===== src/rtl/key_box_painter.sv =====
// ---------------------------------------------------------------------------
// key_box_painter
//
// Tracks N_KEYS on-screen key indicators and keeps them in step with the
// requested key state. When a key's request differs from what is on screen,
// a filled BOX_W x BOX_H box is painted into the VGA adapter's plot port,
// one pixel per cycle. A pressed key is painted in DRAW_COLOUR and a released
// key in ERASE_COLOUR. Pending keys are serviced round-robin.
//
// Ports
//   iClock    : sole clock, rising edge
//   iResetn   : asynchronous active-low reset
//   iKeyDown  : requested state per key (1 = highlighted)
//   iHold     : stall; freezes painting while high
//   oX, oY    : pixel coordinate (9-bit x, 8-bit y)
//   oColour   : pixel colour
//   oPlot     : pixel write strobe
//   oBusy     : high while a box is being painted
//   oShown    : on-screen state per key
// ---------------------------------------------------------------------------
module key_box_painter #(
   parameter int         N_KEYS       = 12,
   parameter int         X0           = 66,
   parameter int         PITCH        = 16,
   parameter int         Y0           = 124,
   parameter int         BOX_W        = 4,
   parameter int         BOX_H        = 4,
   parameter logic [2:0] DRAW_COLOUR  = 3'b110,
   parameter logic [2:0] ERASE_COLOUR = 3'b000
) (
   input  logic              iClock,
   input  logic              iResetn,
   input  logic [N_KEYS-1:0] iKeyDown,
   input  logic              iHold,
   output logic [8:0]        oX,
   output logic [7:0]        oY,
   output logic [2:0]        oColour,
   output logic              oPlot,
   output logic              oBusy,
   output logic [N_KEYS-1:0] oShown
);

   localparam int IDX_W = (N_KEYS > 1) ? $clog2(N_KEYS) : 1;
   localparam int PX_W  = (BOX_W  > 1) ? $clog2(BOX_W)  : 1;
   localparam int PY_W  = (BOX_H  > 1) ? $clog2(BOX_H)  : 1;

   localparam logic [PX_W-1:0]  PX_LAST  = PX_W'(BOX_W - 1);
   localparam logic [PY_W-1:0]  PY_LAST  = PY_W'(BOX_H - 1);
   localparam logic [IDX_W-1:0] IDX_LAST = IDX_W'(N_KEYS - 1);

   // Reject parameter sets whose boxes would fall off the 320x240 screen.
   if (X0 + (N_KEYS - 1) * PITCH + BOX_W - 1 > 319) begin : g_bad_x
      $error("key_box_painter: rightmost box exceeds x=319");
   end
   if (Y0 + BOX_H - 1 > 239) begin : g_bad_y
      $error("key_box_painter: box exceeds y=239");
   end

   typedef enum logic {
      IDLE,
      PAINT
   } state_t;

   state_t             state;
   logic [N_KEYS-1:0]  shown;
   logic [IDX_W-1:0]   rr;
   logic [IDX_W-1:0]   idx;
   logic               mode;
   logic [PX_W-1:0]    px;
   logic [PY_W-1:0]    py;

   // -------------------------------------------------------------------------
   // Round-robin pick: rotate the mismatch vector so bit 0 is key rr, find the
   // lowest set bit, then add rr back modulo N_KEYS.
   // -------------------------------------------------------------------------
   logic [N_KEYS-1:0]   mismatch;
   logic [2*N_KEYS-1:0] mismatch_dbl;
   logic [N_KEYS-1:0]   mismatch_rot;
   logic [IDX_W-1:0]    offset;
   logic                offset_found;
   logic [IDX_W:0]      pick_sum;
   logic [IDX_W-1:0]    next_idx;

   assign mismatch     = iKeyDown ^ shown;
   assign mismatch_dbl = {mismatch, mismatch} >> rr;
   assign mismatch_rot = mismatch_dbl[N_KEYS-1:0];

   always_comb begin
      // NOTE: every variable driven here gets a default first so no path
      // leaves it unassigned, which would otherwise infer a latch.
      offset       = '0;
      offset_found = 1'b0;
      for (int i = 0; i < N_KEYS; i++) begin
         if (!offset_found && mismatch_rot[i]) begin
            offset       = IDX_W'(i);
            offset_found = 1'b1;
         end
      end
      pick_sum = {1'b0, rr} + {1'b0, offset};
      if (pick_sum >= (IDX_W + 1)'(N_KEYS)) begin
         pick_sum = pick_sum - (IDX_W + 1)'(N_KEYS);
      end
      next_idx = pick_sum[IDX_W-1:0];
   end

   // Coordinates are formed at 10 bits and truncated to the port widths.
   logic [9:0] x_sum;
   logic [9:0] y_sum;

   assign x_sum = 10'(X0) + 10'(PITCH) * 10'(idx) + 10'(px);
   assign y_sum = 10'(Y0) + 10'(py);

   // -------------------------------------------------------------------------
   // Controller: all state and outputs registered in one process.
   // -------------------------------------------------------------------------
   always_ff @(posedge iClock or negedge iResetn) begin
      if (!iResetn) begin
         // NOTE: sequential state uses non-blocking assignments so every
         // register samples pre-edge values regardless of statement order.
         state   <= IDLE;
         shown   <= '0;
         rr      <= '0;
         idx     <= '0;
         mode    <= 1'b0;
         px      <= '0;
         py      <= '0;
         oX      <= '0;
         oY      <= '0;
         oColour <= '0;
         oPlot   <= 1'b0;
         oBusy   <= 1'b0;
      end else begin
         case (state)
            IDLE: begin
               oPlot <= 1'b0;
               if (|mismatch) begin
                  idx   <= next_idx;
                  mode  <= iKeyDown[next_idx];
                  px    <= '0;
                  py    <= '0;
                  oBusy <= 1'b1;
                  state <= PAINT;
               end
            end

            PAINT: begin
               if (iHold) begin
                  // Stall: drop the strobe, keep coordinates and counters.
                  oPlot <= 1'b0;
               end else begin
                  oX      <= x_sum[8:0];
                  oY      <= y_sum[7:0];
                  oColour <= mode ? DRAW_COLOUR : ERASE_COLOUR;
                  oPlot   <= 1'b1;
                  if (px == PX_LAST) begin
                     px <= '0;
                     if (py == PY_LAST) begin
                        // Last pixel of the box: commit and move the pointer.
                        py         <= '0;
                        shown[idx] <= mode;
                        rr         <= (idx == IDX_LAST) ? '0 : idx + 1'b1;
                        oBusy      <= 1'b0;
                        state      <= IDLE;
                     end else begin
                        py <= py + 1'b1;
                     end
                  end else begin
                     px <= px + 1'b1;
                  end
               end
            end

            default: state <= IDLE;
         endcase
      end
   end

   assign oShown = shown;

endmodule


===== config.mk =====
export PLATFORM = sky130hd
export DESIGN_NAME = key_box_painter
export DESIGN_NICKNAME = d
export VERILOG_FILES = /design/src/rtl/key_box_painter.sv
export SDC_FILE = /design/constraint.sdc
export NUM_CORES = 1
export LEC_CHECK = 0
export CORE_UTILIZATION = 55
export CTS_CLUSTER_DIAMETER = 120
export DETAILED_ROUTE_END_ITERATION = 10
export PLACE_DENSITY = 0.81
export SLEW_MARGIN = 20
export SYNTH_ARGS = -nofsm -noshare
export SYNTH_HDL_FRONTEND = slang
export SYNTH_SLANG_ARGS = --single-unit

===== constraint.sdc =====
create_clock -name iClock -period 5 [get_ports iClock]
set_input_delay 1.5 -clock iClock [delete_from_list [all_inputs] [get_ports iClock]]
set_output_delay 1.5 -clock iClock [all_outputs]
set_load 0.02 [all_outputs]

==> impl_results.rst <==
.. list-table::
   :header-rows: 1

   * - Metric
     - Value
   * - Run status
     - complete, but fails checks
   * - Violations in the final reports
     - negative setup slack
   * - Hold-fix buffers, CTS
     - 0
   * - Largest vdd supply drop
     - 0.576 mV
   * - Instance count along the most critical hold path
     - 1
   * - Number of global-route vias before repair
     - ~3300
   * - Global router's overall resource usage
     - between 30% and 40%
   * - Cell area after synthesis
     - 0.00337 mm^2
   * - Maximum number of buffers from clock root to sink
     - 2
   * - Share of synthesized registers carrying an async set or reset
     - 100%
   * - Largest net degree at the start of global routing
     - 41
   * - Layout Skew
     - about 3.9 ps
   * - Fill count
     - around 370
   * - TritonCTS buffer count
     - 5
   * - Worst Hold Class
     - reg2reg
   * - Commonest non-fill, non-tap cells in the layout
     - buf_4 (75), nand2_1 (60), dfrtp_1 (40)
   * - Min cycle time layout
     - 5350 ps
   * - Power Dens Cells
     - 710 mW/mm^2
   * - H-tree depth
     - 2
   * - Critical-path cell with the highest stage delay
     - mux4_2
   * - Number of placed cells counting well taps
     - roughly 500
   * - Setup violation total in the final timing report
     - 3
   * - Clock tree from TritonCTS
     - yes
   * - Drt via density
     - between 6 and 7
   * - Crit. End Element
     - register
   * - Fraction of layout cells with a size suffix above 1
     - around 37%
   * - Mean cell area of the mapped netlist
     - 9.62 um^2
   * - First-pass GRT wire length
     - 16.7 mm
   * - Worst setup timing slack at the placement stage
     - -1250 ps
   * - Final Hold Violating Endpoints
     - 0
   * - Ordered cell list for the critical path
     - buf_8, buf_6, xnor2_4, mux4_2, mux2i_1, o22a_1, nor2b_2, o311a_1, o21ai_4, ha_4, a21o_1, a21oi_2, xor2_1, inv_1, ha_2, a221oi_4, nand3_1, o21a_1, or3b_4, a31oi_1
   * - Distinct cell type count of the synthesized netlist
     - 54
   * - Fmax achieved
     - 187 MHz
   * - Syn. warnings
     - 0
   * - Headroom to the max-slew limit
     - between 40% and 50%
   * - HPWL after detailed placement
     - 7.05 mm
   * - Final core occ
     - 78.8%
   * - Number of DRC violations after detailed-routing iteration 0
     - 300
   * - Leakage power figure
     - ~2.1 nW
   * - EDFF count, synth
     - 0
   * - Critical path buffers and inverters
     - 3
   * - Post-route DRC violation count
     - 0
   * - Slack of the critical path
     - -348 ps
   * - DR vias
     - 3255
   * - Clock tree root driver cell
     - clkbuf_8
   * - Leading cell type in the layout, fill and taps excluded
     - buf_4
   * - RSZ-0062 raised after global routing
     - yes
   * - Highest cell delay on the worst timing path
     - 520 ps
   * - Non-filler cells, final
     - 531
   * - Count of state elements after synthesis
     - 40
   * - Die X
     - approximately 80 um
   * - Number of routed nets with antenna violations
     - 0
   * - Combined flip-flop and latch cell area
     - 0.00100 mm^2
   * - Clock sink count
     - 40
   * - Num ports
     - 49
   * - Combined area of the multi-input logic cells
     - 0.00242 mm^2
   * - Total number of cells along the worst setup path
     - 20
   * - Data required, critical path
     - 5210 ps
   * - Transition time at the pin with the least slew margin
     - 865 ps
   * - Mapped Cells
     - 350
   * - Largest driver fanout on the critical path
     - 4
   * - Clock transition time at the flip-flop clock pins of the worst setup and hold paths
     - 70 ps
   * - Total negative slack for setup checks
     - -529 ps
   * - Number of antenna violations at the first check in global routing
     - 0
   * - Post-layout nets
     - 486
   * - Worst setup path class
     - in2reg
   * - Gp weighted congestion
     - 1.08
   * - Number of buffers added on ports
     - 45
   * - First-pass DRT Iterations
     - 5
   * - Worst path top cell family by delay
     - compound AO/OA/AOI/OAI gates
   * - Critical Path Source Type
     - primary input
   * - Routed wire length per instance
     - 19.1 um
   * - Floorplan core area
     - 0.00592 mm^2
   * - Final wirelength
     - 10.2 mm
   * - GR Overflow Total
     - 0
   * - Number of cell instances on the worst register-to-register path
     - 18
   * - Y dimension of the die
     - 80.3 um
   * - Total die area
     - 0.00644 mm^2
   * - Area added between synthesis and finish
     - 38.6%
   * - Register area share after synthesis
     - 29.7%
   * - Count of antenna diodes in the layout
     - 0
   * - Max-capacitance violation count
     - 0
   * - Initial standard-cell utilization of the core
     - 56.9%
   * - Number of placement rows
     - 28
   * - Most instantiated flip-flop cell in the synthesis netlist
     - dfrtp_1
   * - Slew Viols, Final
     - 0
   * - Final worst path period share
     - 107%
   * - Data arrival time of the critical path
     - 5560 ps
   * - Clock network latency to the later pin of the worst-skew pair
     - 290 ps
[per-layer routing]
layer | vias up | track usage [%] | share of wire (%)
met1 | 1590 | 38.5 | 39
met2 | 161 | 59.1 | 49
met4 | 0 | 22.9 | 5.3
li1 | 1456 | - | -
met3 | 48 | 9.55 | 6.8
met5 | - | 0 | 0
[cell usage after synthesis, types with 2 or more instances]
master / number / area [um^2]
o21ai_0: 21 / 105
a22oi_1: 3 / 22.5
nor2b_1: 3 / 18.8
a41oi_1: 2 / 17.5
nor3_1: 2 / 10.0
nand2b_1: 4 / 25.0
o21a_1: 2 / 15.0
a21o_1: 3 / 22.5
or3_1: 3 / 18.8
a22o_1: 3 / 26.3
a21oi_1: 9 / 45.0
buf_4: 13 / 97.6
a211oi_1: 2 / 15.0
nand2_1: 60 / 225
mux2i_1: 12 / 120
clkbuf_1: 9 / 33.8
a31oi_1: 5 / 31.3
xor2_1: 13 / 114
nor4_1: 3 / 18.8
xnor2_1: 13 / 114
and2_1: 3 / 18.8
a221oi_1: 3 / 26.3
inv_1: 11 / 41.3
dfrtp_1: 40 / 1000
o22ai_1: 2 / 12.5
ha_1: 15 / 188
mux4_2: 21 / 473
nor2_1: 22 / 82.6
nand3_1: 8 / 40.0
mux2_2: 14 / 158
buf_2: 3 / 15.0
[what timing repair did]
action	CTS	global route
setup buffers	21	5
endpoints found under the hold margin	0	0
pin swaps	16	11
cloned	0	0
setup endpoints to repair	3	3
gates resized for setup	94	9
[flip-flops by register name, summed over array words and instances (netlist names)]
| name | count |
|---|---|
| oY | 3 |
| px | 2 |
| idx | 4 |
| rr | 4 |
| oPlot | 1 |
| state | 1 |
| mode | 1 |
| oX | 8 |
| py | 2 |
| oBusy | 1 |
| oColour | 1 |
| oShown | 12 |
[final timing paths]
check	startpoint	endpoint	slack, ps
setup / recovery	iKeyDown[5]	mode	-350
hold / removal	oBusy	oBusy	490
setup reg to reg	rr[1]	mode	350
hold reg to reg	oBusy	oBusy	490
max in group asynchronous	iResetn	oShown[4]	3140
min in group asynchronous	iResetn	oX[8]	1310
[kinds of logic (layout without fill, tap and decap cells)]
group / count (synthesis) / after routing / synth area share (%)
AND/OR/NAND/NOR: 113 / 113 / 14.9
AO/OA/AOI/OAI: 68 / 68 / 13.7
multiplexers: 47 / 47 / 22.3
flip-flops: 40 / 40 / 29.7
buffers and inverters: 38 / 142 / 5.87
XOR/XNOR: 27 / 27 / 7.24
adder cells (fa/ha/maj): 16 / 16 / 6.17
other: 1 / 3 / 0.111
[metrics by stage]
stage               hold slack, ps  power [W]  area (um^2)
floorplan                      465    0.00184         3380
global placement               460    0.00258         4170
detailed placement             466    0.00264         4170
CTS                            489    0.00316         4590
global route                   492    0.00353         4670
finish                         485    0.00332         4670
[area by class of cell]
class / count / area share, %
multi-input cells: 274 / 51.9
clock buffers: 8 / 1.93
flip-flops and latches: 40 / 21.4
well taps: 75 / 2.01
repair buffers: 121 / 21.7
inverters: 13 / 1.10
[report_power, final]
| group | internal (W) | leakage, nW | switching (W) | total (W) |
|---|---|---|---|---|
| Sequential | 0.000414 | 0.503 | 0.000123 | 0.000536 |
| Clock | 0.000112 | 0.0455 | 0.000106 | 0.000218 |
| Combinational | 0.00132 | 1.54 | 0.00125 | 0.00256 |
| Total | 0.00184 | 2.09 | 0.00147 | 0.00332 |
Note: power is estimated with default switching activity, not from simulation.
